$ cat src/rtl/uart_rx_ctrl.sv
`default_nettype none
// ============================================================================
// Module  : uart_rx_ctrl
// Brief   : UART receive control: 16x-baud prescaler, FWFT receive FIFO with
//           overrun/threshold interrupt. Macro UART_RX_ERRCNT_EN adds
//           saturating frame/parity error counters.
// Revision: 1.0 - initial release
// ============================================================================
module uart_rx_ctrl #(
    parameter int DEPTH_LOG2 = 4
) (
    input  logic                  clk,
    input  logic                  resetn,
    input  logic [11:0]           divisor_i,
    output logic                  uart_cken_o,
    input  logic [7:0]            rx_byte_i,
    input  logic                  rx_en_i,
    input  logic                  frame_err_i,
    input  logic                  parity_err_i,
    input  logic                  rd_i,
    output logic [7:0]            rd_data_o,
    output logic                  empty_o,
    output logic                  full_o,
    output logic [DEPTH_LOG2:0]   count_o,
    input  logic [DEPTH_LOG2-1:0] thresh_i,
    input  logic                  clr_i,
    output logic                  overrun_o,
`ifdef UART_RX_ERRCNT_EN
    output logic [7:0]            ferr_cnt_o,
    output logic [7:0]            perr_cnt_o,
`endif
    output logic                  irq_o
);

    localparam int                  C_DEPTH   = 1 << DEPTH_LOG2;
    localparam logic [DEPTH_LOG2:0] C_FULL    = {1'b1, {DEPTH_LOG2{1'b0}}};
    localparam logic [DEPTH_LOG2:0] C_CNT_ONE = {{DEPTH_LOG2{1'b0}}, 1'b1};
    localparam logic [DEPTH_LOG2-1:0] C_PTR_ONE = {{(DEPTH_LOG2-1){1'b0}}, 1'b1};

    logic [11:0]           r_presc;
    logic                  r_cken;
    logic [7:0]            r_mem [C_DEPTH];
    logic [DEPTH_LOG2-1:0] r_wr_ptr;
    logic [DEPTH_LOG2-1:0] r_rd_ptr;
    logic [DEPTH_LOG2:0]   r_count;
    logic                  r_overrun;

    logic                  w_empty;
    logic                  w_full;
    logic                  w_pop;
    logic                  w_push;
    logic                  w_drop;
    logic [DEPTH_LOG2:0]   w_thresh;

    // Divisor is only sampled on reload, so a mid-count change cannot glitch.
    always_ff @(posedge clk) begin
        if (!resetn) begin
            r_presc <= 12'd0;
            r_cken  <= 1'b0;
        end else if (r_presc == 12'd0) begin
            r_presc <= divisor_i;
            r_cken  <= 1'b1;
        end else begin
            r_presc <= r_presc - 12'd1;
            r_cken  <= 1'b0;
        end
    end

    assign w_empty = (r_count == '0);
    assign w_full  = (r_count == C_FULL);
    assign w_pop   = rd_i & ~w_empty;
    // A full FIFO still accepts a byte when the same cycle frees a slot.
    assign w_push  = rx_en_i & (~w_full | w_pop);
    assign w_drop  = rx_en_i & w_full & ~rd_i;

    always_ff @(posedge clk) begin
        if (w_push && !clr_i) begin
            r_mem[r_wr_ptr] <= rx_byte_i;
        end
    end

    always_ff @(posedge clk) begin
        if (!resetn || clr_i) begin
            r_wr_ptr  <= '0;
            r_rd_ptr  <= '0;
            r_count   <= '0;
            r_overrun <= 1'b0;
        end else begin
            if (w_push) r_wr_ptr <= r_wr_ptr + C_PTR_ONE;
            if (w_pop)  r_rd_ptr <= r_rd_ptr + C_PTR_ONE;
            if (w_push && !w_pop)      r_count <= r_count + C_CNT_ONE;
            else if (w_pop && !w_push) r_count <= r_count - C_CNT_ONE;
            if (w_drop) r_overrun <= 1'b1;
        end
    end

    assign w_thresh = (thresh_i == '0) ? C_CNT_ONE : {1'b0, thresh_i};

`ifdef UART_RX_ERRCNT_EN
    logic [7:0] r_ferr_cnt;
    logic [7:0] r_perr_cnt;

    always_ff @(posedge clk) begin
        if (!resetn || clr_i) begin
            r_ferr_cnt <= 8'd0;
            r_perr_cnt <= 8'd0;
        end else begin
            if (frame_err_i && r_ferr_cnt != 8'hFF)  r_ferr_cnt <= r_ferr_cnt + 8'd1;
            if (parity_err_i && r_perr_cnt != 8'hFF) r_perr_cnt <= r_perr_cnt + 8'd1;
        end
    end

    assign ferr_cnt_o = r_ferr_cnt;
    assign perr_cnt_o = r_perr_cnt;
`else
    logic w_unused_err;
    assign w_unused_err = frame_err_i | parity_err_i;
`endif

    assign uart_cken_o = r_cken;
    assign rd_data_o   = r_mem[r_rd_ptr];
    assign empty_o     = w_empty;
    assign full_o      = w_full;
    assign count_o     = r_count;
    assign overrun_o   = r_overrun;
    assign irq_o       = r_overrun | (r_count >= w_thresh);

endmodule
`default_nettype wire

$ cat config.mk
export PLATFORM = sky130hd
export DESIGN_NAME = uart_rx_ctrl
export DESIGN_NICKNAME = d
export VERILOG_FILES = /design/src/rtl/uart_rx_ctrl.sv
export SDC_FILE = /design/constraint.sdc
export NUM_CORES = 1
export LEC_CHECK = 0
export ABC_AREA = 1
export CORE_ASPECT_RATIO = 1.5
export CORE_MARGIN = 5
export CORE_UTILIZATION = 59
export CTS_CLUSTER_SIZE = 12
export DETAILED_ROUTE_END_ITERATION = 7
export PLACE_DENSITY = 0.91
export SYNTH_ARGS = -nofsm -noshare
export SYNTH_HDL_FRONTEND = slang
export SYNTH_SLANG_ARGS = --single-unit
$ cat constraint.sdc
create_clock -name clk -period 2.7 [get_ports clk]
set_clock_uncertainty 0.05 [all_clocks]
set_input_delay 0.405 -clock clk [delete_from_list [all_inputs] [get_ports clk]]
set_output_delay 0.405 -clock clk [all_outputs]
set_load 0.005 [all_outputs]
Word level (Yosys, flattened, before mapping)
Memories as Yosys holds them, arrays and structs flattened. A register that Yosys moved wholly into a read port is not among the register bits.
Index checks and enable logic that the tools add are counted.
{ "classes": {"n_addsub": 5, "order_cmp": 1, "n_eq_ne": 1, "mux": 9, "bitwise": 9, "n_reduce_logical": 12} }
{ "op_table": {"columns": ["cell", "count"], "rows": [
  ["12-bit zero test", 1],
  ["12-bit 2-to-1 mux", 1],
  ["4-bit 2-to-1 mux", 3],
  ["12-bit by 1-bit subtractor with 12-bit output (second input constant)", 1],
  ["5-bit 2-to-1 mux", 2],
  ["4-bit by 1-bit adder with 4-bit output (second input constant)", 2],
  ["5-bit by 1-bit adder with 5-bit output (second input constant)", 1],
  ["5-bit == test (second input constant)", 1],
  ["5-bit by 4-bit greater-or-equal comparator with 1-bit output", 1],
  ["5-bit zero test", 1],
  ["5-bit by 1-bit subtractor with 5-bit output (second input constant)", 1],
  ["1-bit bitwise AND", 4],
  ["1-bit zero test", 4],
  ["4-bit zero test", 1],
  ["1-bit logical AND", 3],
  ["1-bit 2-to-1 mux", 3],
  ["1-bit NOT", 3],
  ["1-bit bitwise OR", 2],
  ["2-bit nonzero test", 1],
  ["1-bit logical OR", 1]
]} }
{ "totals": {"regBits": 27, "mem_bits_rw": 128, "inputBits": 31, "out_inout_bits": 18, "elab_cells": 44, "mem_count": 1} }
{ "mem_list": {"columns": ["memory", "words", "word_bits", "read_ports", "rd_ports_with_merged_regs", "wr", "line", "text"], "rows": [
  ["r_mem", 16, 8, 1, 1, 1, "42", "logic [7:0] r_mem [C_DEPTH];"]
]} }

Depth between registers and ports, before layout
Gate-level depths: netlist of run 1.
{ "depth": {"word_depth": 9, "depth_mapped": 14, "ltp_nobuf": 14} }

Least setup slack after synthesis of run 1
Ideal clock, no wire load.
{ "synth_path": {"kind": "flip-flop to flip-flop", "startpoint": "reg r_count[0], in the netlist count_o[0]", "endpoint": "reg r_count[4], in the netlist count_o[4]", "setup_ps": 70, "arrival_ps": 1936, "required_ps": 2580, "setup_slack_ps": 644, "stages_incl_launch_ff": 15, "n_path_buf": 0, "synth_period_minus_slack_ps": 2056, "path_cell_list": "dfxtp_1 > nor2_2 > nand4_2 > nand2_2 > inv_1 > ha_1 > inv_1 > fa_1 > nand3_1 > inv_1 > nor2_1 > nand2_1 > nand2_1 > nand2_1 > a21oi_1"} }
{ "synth_via": {"elab_chain_cells": 8, "word_cells_on_any_way": 16, "classes_between": "2 x add/sub; 1 x eq/ne; 2 x mux; 5 x bitwise; 6 x reduce/logical"} }
{ "synth_rtl": {"columns": ["item", "line", "text"], "rows": [
  ["start, declared", "45", "logic [DEPTH_LOG2:0] r_count;"],
  ["start signal, assigned", "91", "if (w_push && !w_pop) r_count <= r_count + C_CNT_ONE;"],
  ["start signal, assigned", "92", "else if (w_pop && !w_push) r_count <= r_count - C_CNT_ONE;"],
  ["5-bit zero test", "69", "assign w_empty = (r_count == '0);"],
  ["1-bit NOT", "71", "assign w_pop = rd_i & ~w_empty;"],
  ["1-bit bitwise AND", "71", null],
  ["1-bit bitwise OR", "73", "assign w_push = rx_en_i & (~w_full | w_pop);"],
  ["1-bit bitwise AND", "73", null],
  ["1-bit zero test", "92", null],
  ["1-bit logical AND", "92", null],
  ["2-bit nonzero test (no line)", null, null]
]} }
Several ways; a longest one is shown, not always the timed one. The select of a mux whose other input is x is not followed.
A chain may end at the register's enable or synchronous reset.

==> results of run 1 <==
==> kinds of logic (layout without fill, tap and decap cells) <==
group / after synthesis / in the layout
AND/OR/NAND/NOR: 246 / 246
flip-flops: 159 / 159
buffers and inverters: 143 / 227
AO/OA/AOI/OAI: 124 / 124
adder cells (fa/ha/maj): 16 / 16
XOR/XNOR: 8 / 8
==> through the flow <==
| step | TNS, ps | setup WS (ps) | util |
|---|---|---|---|
| 2_1_floorplan | 0 | 644 | - |
| 3_3_place_gp | -24.2 | -24.2 | 0.663 |
| 3_5_place_dp | -102 | -102 | 0.663 |
| 4_1_cts | -0.915 | -0.915 | 0.716 |
| 5_1_grt | -118 | -118 | 0.723 |
| 6_report | -79.7 | -79.7 | 0.723 |
==> routing by layer <==
metal,vias up,GRT usage,wire length [um]
met5,-,0,0
met4,0,0.127,1040
met3,89,0.0538,1210
met2,285,0.409,9040
met1,2512,0.265,5990
li1,2505,-,-
==> power by group through the flow <==
| stage | registers, mW | clock network, mW | logic [mW] |
|---|---|---|---|
| after floorplan | 2.88 | 0 | 0.953 |
| after CTS | 2.86 | 2.50 | 1.30 |
| after global placement | 2.92 | 0 | 1.20 |
| after global routing | 2.88 | 2.60 | 1.53 |
| after detailed placement | 2.92 | 0 | 1.28 |
| final | 2.86 | 2.48 | 1.34 |
==> worst max-delay path by stage <==
stage                startpoint            to  slack (ps)  cells past startpoint
floorplan            count_o[0]    count_o[4]         640                     14
global placement    thresh_i[1]         irq_o         -20                      9
detailed placement  thresh_i[1]         irq_o        -100                      9
CTS                   flip-flop  rd_data_o[1]        -0.9                      7
global route          flip-flop  rd_data_o[1]        -120                      7
finish                flip-flop  rd_data_o[1]         -80                      7
==> worst min-delay path, delay by kind of cell, from the launching register on <==
kind / cells / cell delay (ps)
simple gates: 1 / 70
flops: 1 / 330
compound gates: 1 / 70
==> cells in the final DEF (no fill, tap or decap), types with 2 or more instances in the layout <==
master	synthesis	layout
sky130_fd_sc_hd__a21oi_1	37	35
sky130_fd_sc_hd__a21oi_2	0	2
sky130_fd_sc_hd__buf_12	0	2
sky130_fd_sc_hd__buf_4	1	28
sky130_fd_sc_hd__bufinv_16	0	4
sky130_fd_sc_hd__clkbuf_16	0	19
sky130_fd_sc_hd__clkdlybuf4s50_1	0	45
sky130_fd_sc_hd__clkinv_1	1	3
sky130_fd_sc_hd__clkinv_4	0	4
sky130_fd_sc_hd__clkinvlp_4	0	3
sky130_fd_sc_hd__dfxtp_1	31	29
sky130_fd_sc_hd__edfxtp_1	128	128
sky130_fd_sc_hd__ha_1	15	15
sky130_fd_sc_hd__inv_1	111	111
sky130_fd_sc_hd__inv_2	2	2
sky130_fd_sc_hd__nand2_1	97	97
sky130_fd_sc_hd__nand2_2	3	3
sky130_fd_sc_hd__nand3_1	70	70
sky130_fd_sc_hd__nand4_1	2	2
sky130_fd_sc_hd__nor2_1	58	58
sky130_fd_sc_hd__nor2_2	5	5
sky130_fd_sc_hd__nor3_1	9	9
sky130_fd_sc_hd__o211ai_1	31	31
sky130_fd_sc_hd__o211ai_2	11	11
sky130_fd_sc_hd__o21ai_0	36	35
sky130_fd_sc_hd__o21ai_1	5	6
sky130_fd_sc_hd__xnor2_1	3	3
sky130_fd_sc_hd__xor2_1	5	5
==> state kept, by name, summed over array words and instances (netlist names), named ones only <==
register,count
r_wr_ptr,4
count_o,5
r_rd_ptr,4
overrun_o,1
uart_cken_o,1
r_mem,128
r_presc,12
==> what timing repair did <==
item	CTS	global route
endpoints found under the setup margin	9	8
buffers inserted	1	2
resized for setup	4	2
gates cloned	0	2
==> area by class of cell <==
class | instances | area (um^2)
clock buffers | 17 | 425
clock inverters | 15 | 194
fillers | 750 | 3310
inverters | 114 | 433
multi-input cells | 394 | 2130
flip-flops and latches | 159 | 4470
well taps | 153 | 191
repair buffers | 81 | 796
==> reports/metrics.yaml, run 1 <==
synth_top_cell_by_area: "sky130_fd_sc_hd__edfxtp_1"
first_global_vias: 5591
number_of_cells_produced_by_synthesis: 696
layout-drive-gt1-share: 0.119
total_routing_resource_utilization_after_global_routing: 0.236
post_drt_wl_per_cell_um: 18.5
initial_core_util: 0.602
mappedNetlistNets: 743
post_synth_main_area_contributors: "sky130_fd_sc_hd__edfxtp_1 (53%), sky130_fd_sc_hd__dfxtp_1 (8.6%), sky130_fd_sc_hd__inv_1 (5.8%), sky130_fd_sc_hd__nand2_1 (5.1%), sky130_fd_sc_hd__nand3_1 (4.9%)"
power.density_mw_per_mm2: 774
clock_latency_ps: 410
syn-cell-area_mm2: 0.00720
cts.hold.buffers_added: 0
clkSinkCount: 159
crit_share_post_route: 1.03
most_common_cell_on_crit_path: "sky130_fd_sc_hd__nand3_1"
clk_pin_slew_worst_paths_ps: 60
synth_mux_area_frac: 0
critPathTopFamily: "buffers and inverters"
run_status: "finished, violations left"
core_area_mm2: 0.0120
post_synth_simple_gate_area: 0.147
critical-path-slowest-cell: "sky130_fd_sc_hd__clkdlybuf4s50_1"
final_area_mm2: 0.00864
yosys_most_used_dff: "sky130_fd_sc_hd__edfxtp_1"
synth.yosys.warnings: 0
vias_per_cell: 5.78
worstSetupStartpointType: "flip-flop"
hold_slack_ps: 466
critical_path.max_fanout: 14
most_instantiated_cells_after_synthesis: "sky130_fd_sc_hd__edfxtp_1 (128), sky130_fd_sc_hd__inv_1 (111), sky130_fd_sc_hd__nand2_1 (97)"
net_sw_frac: 0.277
yosysSeqAreaShare: 0.620
postSynthRegisterBits: 159
cp_cell_sequence: "buf_12, clkinv_4, o211ai_1, nand3_1, nand3_1, nand2_1, clkdlybuf4s50_1"
min_path_type: "flip-flop to flip-flop"
placedInstanceArea_mm2: 0.00793
synth-edff-count: 128
die_y_um: 145
die_x_um: 100
critical_path_s_largest_stage_delay_ps: 470
drtIter0Drc: 490
final-setup-viol-count: 1
place.gp.congestion: 0.856
cts.path.max_buffers: 2
hold_end: "r_rd_ptr[3]"
synth-compound-area-share: 0.110
max_slew_margin: 0.571
vias: 5391
htree_num_levels: 4
global_route_wire_length_before_repair_mm: 26.7
synth-adder-area-share: 0.0289
r2r_setup_slack_ps: 340
drt-total-wl_mm: 17.3
synth.lib_cells_used.distinct: 33
die_area_mm2: 0.0146
cts_tree: "yes"
buffer_ports.inserted: 46
power_frac_seq: 0.428
worstHoldPathCells: 2
power.combinational.fraction: 0.201
fin_nets: 814
worstPathBufferInverterCount: 3
worst_ep_arrival_time_ps: 2320
antenna_violating_nets_post_route: 0
dp.cells: 896
max_cap_violations: 0
timing.setup.critical_path_class: "flip-flop to output port"
num_rows: 49
asyncSetResetFlopFracSynth: 0
regToRegEndpoint: "count_o[4]"
finish.cell_count_without_fillers: 933
failed_checks: "negative setup slack"
finalCriticalPeriod_ps: 2780
fmax_mhz: 360
synth_area_per_cell_um2: 10.3
timing.final.hold_violations: 0
relative_contribution_of_the_clock_network_to_total_power: 0.371
slew_violations: 0
main_combinational_cell_family_by_area_after_synthesis: "simple AND/OR/NAND/NOR gates"
rr_startpoint: "count_o[0]"
cts-buffers-inserted: 17
power.leakage_nw: 3.37
grt-ovfl-total: 0
worst_hold_startpoint: "r_rd_ptr[3]"
fin_ws_ps: -79.7
synthDominantCellAreaShare: 0.534
ff2ff_path_depth: 13
grt_start_max_net_pins: 56
switching_power_mw: 1.85
drtPass1Iterations: 5
io_pins: 49
worstMarginPinSlew_ps: 642
antenna_found_initial: 0
cp-end-kind: "output port"
cp_data_required_time_ps: 2250
ctsRootBufferMaster: "sky130_fd_sc_hd__clkbuf_16"
ir_worst_vdd_v: 0.000522
totalPowerFinal_mw: 6.69
synthMostInstantiatedCell: "sky130_fd_sc_hd__edfxtp_1"
synth-xor-area-share: 0.00973
intPower_mw: 4.84
drcViolationCount: 0
area_growth_pct: 20.1
place_hpwl_mm: 10.4
antenna-diode-count: 0
No activity file was read; power rests on OpenSTA's default activity.
==> run 2: changes to the inputs <==
Settings changed: ABC_CLOCK_PERIOD_IN_PS set to 2700, MAX_ROUTING_LAYER set to met4, SLEW_MARGIN set to 30.
==> run 2 against run 1 <==
  * The run now ends clean
  * Sequential share of layout area grew 0.51 points
  * Die area is the same
  * Register-to-register slack gained 80 ps
  * Utilization shrank 0.67 points
  * Critical path depth is the same
  * Final cell count is the same
  * Maximum frequency grew 3.2%
  * Routed wire length grew 0.27%
  * Flip-flop and latch count is the same
  * Largest cell class unchanged
  * Clock power shrank 9.3%
  * Sequential power is essentially flat
  * Via count shrank 0.37%
==> reports/metrics.yaml, run 2 (same netlist as run 1, synthesis figures left out) <==
worst_hold_startpoint: "r_rd_ptr[3]"
cts_tree: "yes"
vias_per_cell: 5.76
largest_register_ffs: 128
layout_common_cells: "sky130_fd_sc_hd__edfxtp_1 (128), sky130_fd_sc_hd__inv_1 (111), sky130_fd_sc_hd__nand2_1 (97)"
clk_pin_slew_worst_paths_ps: 60
placedInstanceArea_mm2: 0.00792
global_route_wire_length_before_repair_mm: 27.0
timing.setup.critical_path_class: "flip-flop to output port"
io_pins: 49
slew_violations: 0
max_cap_violations: 0
antenna_found_initial: 0
worstMarginPinSlew_ps: 657
totalPowerFinal_mw: 6.43
antenna-diode-count: 0
hold_slack_ps: 478
min_path_type: "flip-flop to flip-flop"
crit_share_post_route: 0.997
post_drt_wl_per_cell_um: 18.6
num_rows: 49
place_hpwl_mm: 10.6
fin_nets: 814
die_area_mm2: 0.0146
htree_num_levels: 4
ctsRootBufferMaster: "sky130_fd_sc_hd__clkbuf_16"
dp.cells: 893
regToRegEndpoint: "count_o[4]"
finish.cell_count_without_fillers: 933
worstSetupStartpointType: "flip-flop"
die_y_um: 145
ir_worst_vdd_v: 0.000498
cp_data_required_time_ps: 2250
power.density_mw_per_mm2: 751
drt-total-wl_mm: 17.3
grt-ovfl-total: 0
run_status: "complete, no violations"
final-setup-viol-count: 0
finalCriticalPeriod_ps: 2690
setup_tns_ps: 0
dpl_worst_slack_ps: -61.6
fin_ws_ps: 6.98
regMostFlops: "r_mem"
timing.final.hold_violations: 0
worst_ep_arrival_time_ps: 2240
antenna_violating_nets_post_route: 0
rsz_0062_raised_after_global_routing: "true"
vias: 5371
grt_start_max_net_pins: 36
buffer_ports.inserted: 46
max_slew_margin: 0.560
drtIter0Drc: 467
layout-drive-gt1-share: 0.121
area_growth_pct: 19.0
ff2ff_path_depth: 13
final_area_mm2: 0.00856
cts-buffers-inserted: 17
initial_core_util: 0.602
place.gp.congestion: 0.899
worstHoldPathCells: 2
clock_latency_ps: 410
core_area_mm2: 0.0120
cp-end-kind: "output port"
fmax_mhz: 371
drcViolationCount: 0
final_common_cell: "sky130_fd_sc_hd__edfxtp_1"
clkSinkCount: 159
first_global_vias: 5525
total_routing_resource_utilization_after_global_routing: 0.247
power.leakage_nw: 3.33
post-route-util: 0.716
cts.hold.buffers_added: 0
drtPass1Iterations: 5
cts.path.max_buffers: 2
rr_startpoint: "count_o[0]"
r2r_setup_slack_ps: 420
critical_path.max_fanout: 10
die_x_um: 100
[run 2: where the power goes]
group | total, mW | switching, mW | internal, mW
registers | 2.87 | 0.107 | 2.76
logic | 1.32 | 0.786 | 0.532
clock network | 2.25 | 0.970 | 1.28
total | 6.43 | 1.86 | 4.57
[run 2: layer usage]
| layer | global-route usage | up-vias | wire [um] |
|---|---|---|---|
| li1 | - | 2507 | - |
| met1 | 0.267 | 2507 | 6090 |
| met2 | 0.419 | 299 | 9240 |
| met3 | 0.0476 | 58 | 1270 |
| met4 | 0.133 | 0 | 725 |
| met5 | - | - | 0 |
[run 2: layout make-up]
cell class,instances,area [um^2]
sequential,159,4470
timing repair buffer,81,771
fill,791,3390
multi-input combinational,394,2140
clock inverter,15,138
tap,153,191
inverter,114,430
clock buffer,17,425
[run 2: critical path, cell delays in order (launching register included)]
cell                              delay (ps)
sky130_fd_sc_hd__dfxtp_4                 400
sky130_fd_sc_hd__buf_4                   180
sky130_fd_sc_hd__buf_4                   170
sky130_fd_sc_hd__o21ai_0                 250
sky130_fd_sc_hd__nand3_1                 140
sky130_fd_sc_hd__nand3_1                 150
sky130_fd_sc_hd__nand2_1                  90
sky130_fd_sc_hd__clkdlybuf4s50_1         460
[run 2: worst max-delay path by stage]
| stage | from | depth (start not counted) | to |
|---|---|---|---|
| after detailed placement | thresh_i[2] | 9 | irq_o |
| after global placement | thresh_i[1] | 9 | irq_o |
| after global routing | flip-flop | 7 | rd_data_o[6] |
| after floorplan | count_o[0] | 14 | count_o[4] |
| final | flip-flop | 7 | rd_data_o[6] |
| after CTS | flip-flop | 6 | rd_data_o[4] |
[run 2: timing repair]
item | 4_1_cts | 5_1_grt
endpoints found under the setup margin | 9 | 8
gates cloned | 0 | 0
hold endpoints to repair | 0 | 0
gates resized for setup | 3 | 7
setup buffers | 2 | 6
